[src/rtl/posit_field_sorter.sv]
// posit_field_sorter: two-stage, valid/ready pipelined ordering of two decoded posit operands.
// Define POSIT_SORTER_NAR_EN to add the a_nar/b_nar/out_nar ports and NaR ranking.
module posit_field_sorter #(
   parameter int W_REG = 4,
   parameter int W_EXP = 2,
   parameter int W_MAN = 16,
   parameter int W_TAG = 4
) (
   input  logic             clk,
   input  logic             rst,
   input  logic             in_valid,
   output logic             in_ready,
   input  logic             in_signed,
   input  logic [W_TAG-1:0] in_tag,
   input  logic             a_sign,
   input  logic [W_REG-1:0] a_regime,
   input  logic [W_EXP-1:0] a_exponent,
   input  logic [W_MAN-1:0] a_mantissa,
   input  logic             b_sign,
   input  logic [W_REG-1:0] b_regime,
   input  logic [W_EXP-1:0] b_exponent,
   input  logic [W_MAN-1:0] b_mantissa,
`ifdef POSIT_SORTER_NAR_EN
   input  logic             a_nar,
   input  logic             b_nar,
   output logic             out_nar,
`endif
   output logic             out_valid,
   input  logic             out_ready,
   output logic [W_TAG-1:0] out_tag,
   output logic             big_sign,
   output logic [W_REG-1:0] big_regime,
   output logic [W_EXP-1:0] big_exponent,
   output logic [W_MAN-1:0] big_mantissa,
   output logic             small_sign,
   output logic [W_REG-1:0] small_regime,
   output logic [W_EXP-1:0] small_exponent,
   output logic [W_MAN-1:0] small_mantissa,
   output logic             out_swap,
   output logic             out_equal
);
   localparam int W_OP = 1 + W_REG + W_EXP + W_MAN;

   logic             s1_valid_q, s1_valid_d, s1_signed_q;
   logic [W_TAG-1:0] s1_tag_q;
   logic [W_OP-1:0]  s1_a_q, s1_b_q;
   logic [5:0]       s1_cmp_q, cmp_s;
   logic             s2_valid_q, s2_valid_d, swap_q, swap_d, equal_q, equal_d;
   logic [W_TAG-1:0] tag_q, tag_d;
   logic [W_OP-1:0]  big_q, big_d, small_q, small_d;
   logic             s1_load_s, s2_load_s, in_ready_s;
   logic             mag_gt_s, mag_eq_s, ord_gt_s, ord_eq_s, fin_gt_s, fin_eq_s;
   logic             a_neg_s, b_neg_s;
`ifdef POSIT_SORTER_NAR_EN
   logic             s1_a_nar_q, s1_b_nar_q, nar_q, nar_d;
`endif

   // Handshake: S2 drains or refills whenever the consumer is not stalling it.
   assign s2_load_s  = s1_valid_q & (~s2_valid_q | out_ready);
   assign in_ready_s = ~s1_valid_q | s2_load_s;
   assign s1_load_s  = in_valid & in_ready_s;
   assign in_ready   = in_ready_s;

   // Field compares, packed as {reg_gt, reg_eq, exp_gt, exp_eq, man_gt, man_eq}.
   assign cmp_s = {($signed(a_regime) > $signed(b_regime)),     (a_regime == b_regime),
                   ($signed(a_exponent) > $signed(b_exponent)), (a_exponent == b_exponent),
                   (a_mantissa > b_mantissa),                   (a_mantissa == b_mantissa)};

   // S1 valid next-state.
   always_comb begin
      s1_valid_d = s1_valid_q;
      if (s1_load_s) begin
         s1_valid_d = 1'b1;
      end else if (s2_load_s) begin
         s1_valid_d = 1'b0;
      end else begin
         s1_valid_d = s1_valid_q;
      end
   end

   // S1 register stage: operands, mode, tag and compare flags.
   always_ff @(posedge clk) begin
      if (rst) begin
         s1_valid_q  <= 1'b0;
         s1_signed_q <= 1'b0;
         s1_tag_q    <= {W_TAG{1'b0}};
         s1_a_q      <= {W_OP{1'b0}};
         s1_b_q      <= {W_OP{1'b0}};
         s1_cmp_q    <= 6'b000000;
`ifdef POSIT_SORTER_NAR_EN
         s1_a_nar_q  <= 1'b0;
         s1_b_nar_q  <= 1'b0;
`endif
      end else begin
         s1_valid_q <= s1_valid_d;
         if (s1_load_s) begin
            s1_signed_q <= in_signed;
            s1_tag_q    <= in_tag;
            s1_a_q      <= {a_sign, a_regime, a_exponent, a_mantissa};
            s1_b_q      <= {b_sign, b_regime, b_exponent, b_mantissa};
            s1_cmp_q    <= cmp_s;
`ifdef POSIT_SORTER_NAR_EN
            s1_a_nar_q  <= a_nar;
            s1_b_nar_q  <= b_nar;
`endif
         end
      end
   end

   // Ordering decision; a tie never swaps, so big = B whenever the operands are equal.
   always_comb begin
      a_neg_s  = s1_a_q[W_OP-1];
      b_neg_s  = s1_b_q[W_OP-1];
      mag_gt_s = s1_cmp_q[5] | (s1_cmp_q[4] & s1_cmp_q[3]) | (s1_cmp_q[4] & s1_cmp_q[2] & s1_cmp_q[1]);
      mag_eq_s = s1_cmp_q[4] & s1_cmp_q[2] & s1_cmp_q[0];
      ord_gt_s = mag_gt_s;
      ord_eq_s = mag_eq_s;
      if (s1_signed_q && (a_neg_s != b_neg_s)) begin
         ord_gt_s = ~a_neg_s;
         ord_eq_s = 1'b0;
      end else if (s1_signed_q && a_neg_s) begin
         ord_gt_s = ~mag_gt_s & ~mag_eq_s;
         ord_eq_s = mag_eq_s;
      end else begin
         ord_gt_s = mag_gt_s;
         ord_eq_s = mag_eq_s;
      end
      fin_gt_s = ord_gt_s;
      fin_eq_s = ord_eq_s;
`ifdef POSIT_SORTER_NAR_EN
      if (s1_a_nar_q && s1_b_nar_q) begin
         fin_gt_s = 1'b0;
         fin_eq_s = 1'b1;
      end else if (s1_a_nar_q) begin
         fin_gt_s = 1'b0;
         fin_eq_s = 1'b0;
      end else if (s1_b_nar_q) begin
         fin_gt_s = 1'b1;
         fin_eq_s = 1'b0;
      end else begin
         fin_gt_s = ord_gt_s;
         fin_eq_s = ord_eq_s;
      end
`endif
   end

   // S2 next-state: load an ordered result, empty on a pop, otherwise hold.
   always_comb begin
      s2_valid_d = s2_valid_q;
      big_d      = big_q;
      small_d    = small_q;
      tag_d      = tag_q;
      swap_d     = swap_q;
      equal_d    = equal_q;
`ifdef POSIT_SORTER_NAR_EN
      nar_d      = nar_q;
`endif
      if (s2_load_s) begin
         s2_valid_d = 1'b1;
         big_d      = fin_gt_s ? s1_a_q : s1_b_q;
         small_d    = fin_gt_s ? s1_b_q : s1_a_q;
         tag_d      = s1_tag_q;
         swap_d     = fin_gt_s;
         equal_d    = fin_eq_s;
`ifdef POSIT_SORTER_NAR_EN
         nar_d      = s1_a_nar_q | s1_b_nar_q;
`endif
      end else if (out_ready) begin
         s2_valid_d = 1'b0;
      end else begin
         s2_valid_d = s2_valid_q;
      end
   end

   // S2 register stage; every output is driven from here.
   always_ff @(posedge clk) begin
      if (rst) begin
         s2_valid_q <= 1'b0;
         big_q      <= {W_OP{1'b0}};
         small_q    <= {W_OP{1'b0}};
         tag_q      <= {W_TAG{1'b0}};
         swap_q     <= 1'b0;
         equal_q    <= 1'b0;
`ifdef POSIT_SORTER_NAR_EN
         nar_q      <= 1'b0;
`endif
      end else begin
         s2_valid_q <= s2_valid_d;
         big_q      <= big_d;
         small_q    <= small_d;
         tag_q      <= tag_d;
         swap_q     <= swap_d;
         equal_q    <= equal_d;
`ifdef POSIT_SORTER_NAR_EN
         nar_q      <= nar_d;
`endif
      end
   end

   assign out_valid = s2_valid_q;
   assign out_tag   = tag_q;
   assign out_swap  = swap_q;
   assign out_equal = equal_q;
   assign {big_sign, big_regime, big_exponent, big_mantissa}         = big_q;
   assign {small_sign, small_regime, small_exponent, small_mantissa} = small_q;
`ifdef POSIT_SORTER_NAR_EN
   assign out_nar = nar_q;
`endif
endmodule

[config.mk]
export PLATFORM = sky130hd
export DESIGN_NAME = posit_field_sorter
export DESIGN_NICKNAME = d
export VERILOG_FILES = /design/src/rtl/posit_field_sorter.sv
export SDC_FILE = /design/constraint.sdc
export NUM_CORES = 1
export LEC_CHECK = 0
export ABC_CLOCK_PERIOD_IN_PS = 1600
export CAP_MARGIN = 10
export CELL_PAD_IN_SITES_DETAIL_PLACEMENT = 1
export CELL_PAD_IN_SITES_GLOBAL_PLACEMENT = 1
export CORE_MARGIN = 2
export CORE_UTILIZATION = 42
export DETAILED_ROUTE_END_ITERATION = 10
export DONT_BUFFER_PORTS = 1
export PLACE_DENSITY = 0.76
export SYNTH_ARGS = -nofsm -noshare
export SYNTH_HDL_FRONTEND = slang
export SYNTH_SLANG_ARGS = --single-unit
[constraint.sdc]
create_clock -name clk -period 1.6 [get_ports clk]
set_clock_uncertainty 0.15 [all_clocks]
set_input_delay 0.24 -clock clk [delete_from_list [all_inputs] [get_ports clk]]
set_output_delay 0.24 -clock clk [all_outputs]
set_load 0.05 [all_outputs]
==> impl_metrics.env, run 1 <==
export IMPL_status="finished with violations"
export IMPL_violations="hold timing, setup timing"
export IMPL_cp_arrival_ns=1.79
export IMPL_tightest_slew_ns=0.536
export IMPL_finish_utilization=0.526
export IMPL_r2r_end="big_q[14]"
export IMPL_die_w_um=116
export IMPL_reg2reg_from="s1_cmp_q[4]"
export IMPL_mostFrequentLayoutCells="nand2_1, dfxtp_1, buf_4"
export IMPL_synthToLayoutAreaGrowth_pct=21.5
export IMPL_htree_levels=3
export IMPL_max_cap_viol_count=0
export IMPL_grt_first_pass_wirelength_um=21700
export IMPL_vias=4389
export IMPL_rsz0062_at_grt="yes"
export IMPL_switchingPower_mw=1.97
export IMPL_drt_pre_antenna_iters=4
export IMPL_cts_sinks=111
export IMPL_n_antenna_cell=0
export IMPL_pwr_density_cell_mw_per_mm2=1080
export IMPL_drive_above_1_share=0.299
export IMPL_crit_fanout=28
export IMPL_min_path_type="in2reg"
export IMPL_peakVddDrop_mv=0.749
export IMPL_ys_seq_elements=111
export IMPL_p_int_mw=4.93
export IMPL_setup_worst_path_class="reg2reg"
export IMPL_finalSetupViolCount=41
export IMPL_antenna_found_initial=0
export IMPL_routed_wl_um=13500
export IMPL_synth_area_per_cell_um2=8.37
export IMPL_synth_seq_area_share=0.424
export IMPL_mostFrequentLayoutCell="nand2_1"
export IMPL_netlist_cell_type_count=37
export IMPL_overflow=0
export IMPL_leakage_nw=2.49
export IMPL_p_clk_frac=0.371
export IMPL_tritoncts="done"
export IMPL_whs_ns=-0.182
export IMPL_combPwrFrac=0.186
export IMPL_maxSlewHeadroom=0.642
export IMPL_rows=40
export IMPL_crit_required_ns=1.72
export IMPL_fin_crit_sh=1.05
export IMPL_grt_max_degree=112
export IMPL_place_hpwl_um=9580
export IMPL_core_area_mm2=0.0121
export IMPL_boundaryPins=109
export IMPL_die_area_mm2=0.0134
export IMPL_setup_ws_ns=-0.0752
export IMPL_yosys_warnings=0
export IMPL_end_kind="flop"
export IMPL_initial_core_util=0.433
export IMPL_synth_nets=705
export IMPL_hp_start="rst"
export IMPL_io_buffers=0
export IMPL_slew_viol_final=0
export IMPL_reg2reg_setup_slack_ns=-0.08
export IMPL_cts_hold_buf=1
export IMPL_antenna_left=0
export IMPL_critPathLaunchType="flop"
export IMPL_grt_pass1_vias=4568
export IMPL_cts_made_buffers=9
export IMPL_viasPerCell=5.16
export IMPL_syn_cell_area_mm2=0.00525
export IMPL_fp_dieH_um=116
export IMPL_drt_iter0_drc=171
export IMPL_cts_root_buf="clkbuf_16"
export IMPL_clk_pin_slew_worst_paths_ns=0.07
export IMPL_switching_share=0.285
export IMPL_clkLatencyLatePin_ns=0.36
export IMPL_seqPwrFrac=0.443
export IMPL_max_freq_mhz=597
export IMPL_gp_congestion=0.769
export IMPL_routedWlPerCell_um=15.8
export IMPL_drc=0
export IMPL_synth_cells=627
export IMPL_r2r_cells=6
export IMPL_fin_crit_ns=1.68
export IMPL_grtUsageTotal=0.208
export IMPL_hold_end="s1_b_q[5]"
export IMPL_layout_nets=755
export IMPL_finalHoldViolations=110
export IMPL_hold_depth=1
export IMPL_pre_cts_ws_ns=-0.186
export IMPL_cts_path_max_buffers=2
-- cell type report --
cell class	instances	area, um^2
fillers	1437	5740
well taps	168	210
multi-input cells	444	2740
repair buffers	85	743
flip-flops and latches	111	2230
clock buffers	9	225
inverters	26	97.6
clock inverters	7	121
-- cells by family after synthesis --
family | after synthesis | synth area share
simple gates | 286 | 0.231
compound gates | 134 | 0.216
flops | 111 | 0.424
buf+inv | 72 | 0.0711
fa+ha+maj | 23 | 0.0563
xor+xnor | 1 | 0.00167
-- worst max-delay path, cell delays in order (launching register included) --
cell and delay, ns:
dfxtp_4 0.38, nand3_1 0.12, a31o_1 0.25, nand2_2 0.12, buf_12 0.20, nand2_1 0.10
a311oi_2 0.24
-- metal layers --
layer	track usage	routed length, um	share of wire
met4	0.0619	191	0.014
met5	0	0	0
met1	0.240	5740	0.43
met3	0.0690	729	0.054
met2	0.368	6800	0.51
-- sequential cells by signal, indices dropped and copies added (netlist names), 4 cells and up --
signal	flops
out_tag	4
small_q	23
s1_tag_q	4
big_q	23
s1_a_q	23
s1_b_q	23
s1_cmp_q	6
-- synth_stat cells (all sizes together) --
cell	number	area, um^2
a221o	1	10.0
nand3b	2	15.0
nor4	1	6.26
nor2	56	210
ha	22	275
nand2b	1	6.26
nand2	212	893
a311oi	45	638
nand4	3	18.8
o31a	1	8.76
clkbuf	28	106
dfxtp	111	2220
a2bb2oi	1	8.76
nor3	1	5.00
a211oi	4	30.0
nor2b	2	12.5
a22oi	1	7.51
inv	26	97.6
a21oi	70	354
and2	3	21.3
a21o	3	22.5
buf	18	169
o31ai	2	15.0
o21ai	4	20.0
a31o	1	8.76
o2111ai	1	8.76
nand3	5	25.0
xor2	1	8.76
fa	1	20.0
-- stage by stage --
stage	hold slack (ns)	TNS (ns)	power (mW)	instance area, um^2	instances
after floorplan	0.219	-16.30	4.09	5350	627
after global placement	0.169	-1.41	4.31	5870	827
after detailed placement	0.171	-2.45	4.36	5870	827
after CTS	-0.214	-1.69	6.97	6290	847
after global routing	-0.218	-5.58	7.20	6370	850
final	-0.182	-1.58	6.90	6370	850
-- worst max-delay path by stage --
stage,cells after the start,to,from
detailed placement,6,s1_cmp_q[1],b_mantissa[3]
global route,6,big_q[14],s1_cmp_q[4]
floorplan,6,s1_a_q[0],out_valid
global placement,6,s1_cmp_q[1],b_mantissa[3]
CTS,6,big_q[19],s1_cmp_q[4]
finish,6,big_q[14],s1_cmp_q[4]
-- timing repair --
item	in CTS	in global routing
cloned	0	0
setup buffers	3	3
pin swaps	3	5
setup endpoints to repair	45	67
gates resized for setup	10	14
hold endpoints to repair	111	110
-- power by group through the flow --
stage	Combinational [mW]	Clock [mW]	Sequential (mW)
after global routing	1.39	2.72	3.08
after CTS	1.27	2.64	3.06
after floorplan	0.716	0	3.38
final	1.28	2.56	3.06
after detailed placement	1.24	0	3.12
after global placement	1.20	0	3.11
No activity file was read; power rests on OpenSTA's default activity.
==> inputs of run 2 (changes only) <==
CORE_UTILIZATION = 44   (was 42)
CTS_BUF_LIST = sky130_fd_sc_hd__clkbuf_4 sky130_fd_sc_hd__clkbuf_8   (was not set)
CTS_CLUSTER_DIAMETER = 80   (was not set)
PLACE_DENSITY = 0.79   (was 0.76)
==> run 2 against run 1 <==
  * The flow finishes with violations (DRC, hold timing, setup timing)
  * Register-to-register slack worse by 0.06 ns
  * Clock-buffer cell count up 2
  * Cell area down 2.0%
  * Hold slack worse by 0.043 ns
  * Combinational power up 3%
  * Via count up 1.2%
  * First-iteration DRC count up 39%
  * Critical endpoint is now big_q[15]
  * Largest power group unchanged
==> impl_metrics.env, run 2 (synthesis results as in run 1) <==
export IMPL_routedWlPerCell_um=17.0
export IMPL_n_antenna_cell=0
export IMPL_critPathLaunchType="flop"
export IMPL_core_area_mm2=0.0115
export IMPL_cts_sinks=111
export IMPL_htree_levels=3
export IMPL_die_area_mm2=0.0128
export IMPL_fp_dieH_um=113
export IMPL_layout_nets=754
export IMPL_placed_area_mm2=0.00591
export IMPL_grtUsageTotal=0.221
export IMPL_mostFrequentLayoutCells="nand2_1, dfxtp_1, buf_4"
export IMPL_crit_fanout=7
export IMPL_setup_ws_ns=-0.133
export IMPL_antenna_found_initial=0
export IMPL_critical_path_top_delay_family="compound AO/OA/AOI/OAI gates"
export IMPL_gp_congestion=0.780
export IMPL_rsz0062_at_grt="yes"
export IMPL_grt_first_pass_wirelength_um=22600
export IMPL_peakVddDrop_mv=0.415
export IMPL_clk_pin_slew_worst_paths_ns=0.10
export IMPL_tritoncts="done"
export IMPL_place_hpwl_um=9990
export IMPL_initial_core_util=0.455
export IMPL_violations="DRC, hold timing, setup timing"
export IMPL_min_path_type="in2reg"
export IMPL_pwr_density_cell_mw_per_mm2=980
export IMPL_whs_ns=-0.226
export IMPL_grt_pass1_vias=4737
export IMPL_finalSetupViolCount=44
export IMPL_clkLatencyLatePin_ns=0.38
export IMPL_final_cells=823
export IMPL_vias=4443
export IMPL_grt_max_degree=112
export IMPL_dp_cells=805
export IMPL_finalHoldViolations=110
export IMPL_slew_viol_final=0
export IMPL_drt_iter0_drc=237
export IMPL_cts_made_buffers=9
export IMPL_viasPerCell=5.40
export IMPL_drc=6
export IMPL_cts_root_buf="clkbuf_8"
export IMPL_cts_hold_buf=1
export IMPL_finalInstanceArea_mm2=0.00625
export IMPL_fin_crit_ns=1.73
export IMPL_die_w_um=113
export IMPL_crit_buf_inv=1
export IMPL_drt_pre_antenna_iters=7
export IMPL_maxSlewHeadroom=0.642
export IMPL_setup_worst_path_class="reg2reg"
export IMPL_overflow=0
export IMPL_cts_path_max_buffers=2
export IMPL_crit_chain="a21oi_4 > a31o_1 > and2_4 > clkbuf_16 > nand2_2 > a311oi_2"
export IMPL_tightest_slew_ns=0.536
export IMPL_drive_above_1_share=0.288
export IMPL_boundaryPins=109
export IMPL_io_buffers=0
export IMPL_crit_required_ns=1.75
export IMPL_fin_crit_sh=1.08
export IMPL_setup_tns_ns=-4.42
export IMPL_cp_slowest_cell="dfxtp_2"
export IMPL_routed_wl_um=14000
export IMPL_crit_path_max_incr_delay_ns=0.35
export IMPL_end_kind="flop"
export IMPL_antenna_left=0
export IMPL_synthToLayoutAreaGrowth_pct=19.1
export IMPL_cp_arrival_ns=1.88
export IMPL_status="finished with violations"
export IMPL_leakage_nw=2.51
export IMPL_mostFrequentLayoutCell="nand2_1"
export IMPL_max_cap_viol_count=0
export IMPL_max_freq_mhz=577
export IMPL_rows=39
## run 2: cell count changes in the layout (fill, tap and decap cells not counted), moves of 3 or more
cell	before	now
clkbuf_8	0	11
nand2_4	1	7
clkinv_2	0	3
nand2_2	42	36
buf_4	74	67
buf_12	7	10
clkinvlp_4	3	0
clkbuf_16	9	1
buf_6	2	5
## run 2: report_power, final
part / leakage (nW) / total (mW) / switching, mW / internal (mW)
combinational: 1.49 / 1.32 / 0.829 / 0.491
sequential: 0.915 / 3.06 / 0.135 / 2.93
clock: 0.105 / 1.74 / 0.942 / 0.795
total: 2.51 / 6.12 / 1.91 / 4.21
## run 2: final timing paths
| path | start | end | slack [ns] | cells past startpoint |
|---|---|---|---|---|
| setup / recovery | s1_cmp_q[3] | big_q[15] | -0.13 | 6 |
| hold / removal | rst | small_q[15] | -0.23 | 1 |
| setup reg to reg | s1_cmp_q[3] | big_q[15] | -0.13 | 6 |
| hold reg to reg | s1_tag_q[0] | out_tag[0] | 0.31 | 2 |
## run 2: cell type report
| type | instances | area [um^2] |
|---|---|---|
| Tap cell | 143 | 179 |
| Inverter | 26 | 97.6 |
| Fill cell | 1407 | 5270 |
| Clock inverter | 4 | 45.0 |
| Sequential cell | 111 | 2230 |
| Timing Repair Buffer | 84 | 795 |
| Multi-Input combinational cell | 444 | 2750 |
| Clock buffer | 11 | 151 |
## run 2: repair_timing
item,4_1_cts,5_1_grt
buffers inserted,0,1
setup endpoints to repair,45,67
gates resized for setup,1,22
pin swaps,0,22
cloned,0,1
hold endpoints to repair,111,110
## run 2: per-layer routing
metal | wire, um | global-route usage | vias up
met5 | 0 | 0 | -
met4 | 259 | 0.0813 | 0
met3 | 584 | 0.0552 | 20
met2 | 7300 | 0.395 | 89
met1 | 5880 | 0.256 | 2141
li1 | - | - | 2193
## run 2: worst reg2reg max path, cell delays in order (launching register included)
cell	delay, ns
dfxtp_2	0.35
a21oi_4	0.15
a31o_1	0.20
and2_4	0.28
clkbuf_16	0.21
nand2_2	0.07
a311oi_2	0.24
## run 2: stage by stage
stage / utilization / power (mW) / setup WS, ns
4_1_cts: 0.532 / 6.12 / -0.138
3_3_place_gp: 0.513 / 4.34 / -0.207
3_5_place_dp: 0.513 / 4.41 / -0.269
5_1_grt: 0.542 / 6.43 / -0.226
6_report: 0.542 / 6.12 / -0.133
2_1_floorplan: - / 4.09 / -0.298
==> inputs of run 3 (changes only) <==
PLACE_DENSITY = not set   (was 0.79)
PLACE_DENSITY_LB_ADDON = 0.05   (was not set)
==> run 3 against run 2 <==
  * The flow still finishes with violations (DRC, hold timing, setup timing)
  * Maximum frequency is 0.48% lower
  * Total power is 0.10% lower
  * Utilization is 2.5 points higher
  * Sequential share of layout area is 1.5 points lower
  * Cell area is 4.5% higher
==> impl_metrics.env, run 3 (synthesis results as in run 1) <==
export IMPL_pre_cts_ws_ns=-0.254
export IMPL_grt_pass1_vias=4677
export IMPL_whs_ns=-0.214
export IMPL_routed_wl_um=14700
export IMPL_n_antenna_cell=0
export IMPL_clk_pin_slew_worst_paths_ns=0.10
export IMPL_vias=4515
export IMPL_m1WireLength_um=6410
export IMPL_grt_first_pass_wirelength_um=22900
export IMPL_htree_levels=3
export IMPL_slew_viol_final=0
export IMPL_max_cap_viol_count=0
export IMPL_top_layer="met4"
export IMPL_gp_congestion=0.841
export IMPL_hp_start="rst"
export IMPL_seqPwrFrac=0.502
export IMPL_leakage_nw=2.75
export IMPL_combPwrFrac=0.236
export IMPL_crit_required_ns=1.75
export IMPL_crit_fanout=6
export IMPL_grt_max_degree=112
export IMPL_pwr_density_cell_mw_per_mm2=937
export IMPL_clkLatencyLatePin_ns=0.38
export IMPL_r2r_end="big_q[9]"
export IMPL_routedWlPerCell_um=17.5
export IMPL_viasPerCell=5.38
export IMPL_boundaryPins=109
export IMPL_rsz0062_at_grt="yes"
export IMPL_drt_iter0_drc=201
export IMPL_r2r_cells=7
export IMPL_wl_met2_um=7340
export IMPL_switchingPower_mw=1.94
export IMPL_cts_path_max_buffers=2
export IMPL_min_path_type="in2reg"
export IMPL_antenna_found_initial=0
export IMPL_cp_arrival_ns=1.89
export IMPL_switching_share=0.318
export IMPL_placed_area_mm2=0.00600
export IMPL_finalSetupViolCount=46
export IMPL_hold_depth=1
export IMPL_tritoncts="done"
export IMPL_fin_crit_ns=1.74
export IMPL_cts_sinks=111
export IMPL_die_area_mm2=0.0128
export IMPL_p_int_mw=4.17
export IMPL_mostFrequentLayoutCell="nand2_1"
export IMPL_cts_made_buffers=9
export IMPL_tightest_slew_ns=0.529
export IMPL_fin_crit_sh=1.09
export IMPL_maxSlewHeadroom=0.647
export IMPL_finalInstanceArea_mm2=0.00653
export IMPL_place_hpwl_um=9910
export IMPL_critPathLaunchType="flop"
export IMPL_drive_above_1_share=0.319
export IMPL_synthToLayoutAreaGrowth_pct=24.5
export IMPL_setup_worst_path_class="reg2reg"
export IMPL_hold_end="s1_b_q[20]"
export IMPL_max_freq_mhz=574
export IMPL_drc=9
export IMPL_layout_nets=772
export IMPL_io_buffers=0
export IMPL_antenna_left=0
export IMPL_overflow=0
export IMPL_cts_root_buf="clkbuf_8"
export IMPL_rows=39
export IMPL_p_clk_frac=0.262
export IMPL_reg2reg_setup_slack_ns=-0.14
export IMPL_fill_cells=1368
export IMPL_status="finished with violations"
export IMPL_peakVddDrop_mv=0.505
export IMPL_end_kind="flop"
export IMPL_core_area_mm2=0.0115
export IMPL_violations="DRC, hold timing, setup timing"
export IMPL_fp_dieH_um=113
export IMPL_cts_hold_buf=1
export IMPL_initial_core_util=0.455
export IMPL_grtUsageTotal=0.224
export IMPL_finalHoldViolations=109
export IMPL_reg2reg_from="s1_cmp_q[4]"
export IMPL_drt_pre_antenna_iters=7
export IMPL_total_power_mw=6.11
export IMPL_mostFrequentLayoutCells="nand2_1, dfxtp_1, buf_4"
export IMPL_wl_met3_um=696
export IMPL_die_w_um=113
export IMPL_setup_ws_ns=-0.141
-- run 3: cell count changes in the layout (fill, tap and decap cells not counted), moves of 3 or more --
cell      before  now
a311oi_1       4    1
a311oi_2      41   44
buf_12        10   13
buf_4         67   82
buf_6          5    2
nand2_2       36   26
nand2_4        7   19
nand3_1        5    2
nand3_2        0    3
-- run 3: worst max-delay path: stages, from the launching register on --
cell and delay [ns]:
dfxtp_4 0.38, a21oi_4 0.16, a31o_1 0.19, and2_4 0.17, buf_12 0.15, clkbuf_16 0.18
nand2_2 0.06, a311oi_2 0.22
-- run 3: through the flow --
stage / setup TNS [ns] / util / cells
after CTS: -2.35 / 0.542 / 834
after floorplan: -16.30 / - / 627
after global placement: -0.208 / 0.521 / 816
final: -4.90 / 0.567 / 840
after detailed placement: -1.82 / 0.521 / 816
after global routing: -7.77 / 0.567 / 840
-- run 3: worst max-delay path by stage --
| stage | from | slack, ns | to | cells past startpoint |
|---|---|---|---|---|
| 2_1_floorplan | out_valid | -0.30 | s1_a_q[0] | 6 |
| 3_3_place_gp | b_mantissa[13] | -0.15 | s1_cmp_q[1] | 8 |
| 3_5_place_dp | b_mantissa[13] | -0.25 | s1_cmp_q[1] | 8 |
| 4_1_cts | s1_cmp_q[4] | -0.1 | small_q[19] | 6 |
| 5_1_grt | s1_cmp_q[4] | -0.21 | big_q[9] | 7 |
| 6_report | s1_cmp_q[4] | -0.14 | big_q[9] | 7 |
-- run 3: layout make-up --
type,count,area [um^2],area share
Clock buffer,13,166,0.0255
Clock inverter,1,5.00,0.000767
Inverter,26,97.6,0.0149
Multi-Input combinational cell,444,2850,0.436
Sequential cell,111,2230,0.342
Tap cell,143,179,0.0274
Timing Repair Buffer,102,998,0.153
-- run 3: timing repair --
item / CTS / global route
cloned: 0 / 3
setup buffers: 3 / 4
pin swaps: 10 / 54
hold endpoints to repair: 111 / 110
gates resized for setup: 6 / 41
setup endpoints to repair: 45 / 61
-- run 3: layer usage --
metal | vias up | global-route usage
met4 | 0 | 0.0837
li1 | 2229 | -
met2 | 92 | 0.377
met3 | 19 | 0.0503
met1 | 2175 | 0.280
met5 | - | 0
-- run 3: power by group through the flow --
stage | Combinational (mW) | Clock (mW) | Sequential [mW]
floorplan | 0.716 | 0 | 3.38
global placement | 1.27 | 0 | 3.11
detailed placement | 1.31 | 0 | 3.12
CTS | 1.34 | 1.65 | 3.06
global route | 1.56 | 1.74 | 3.09
finish | 1.45 | 1.60 | 3.07
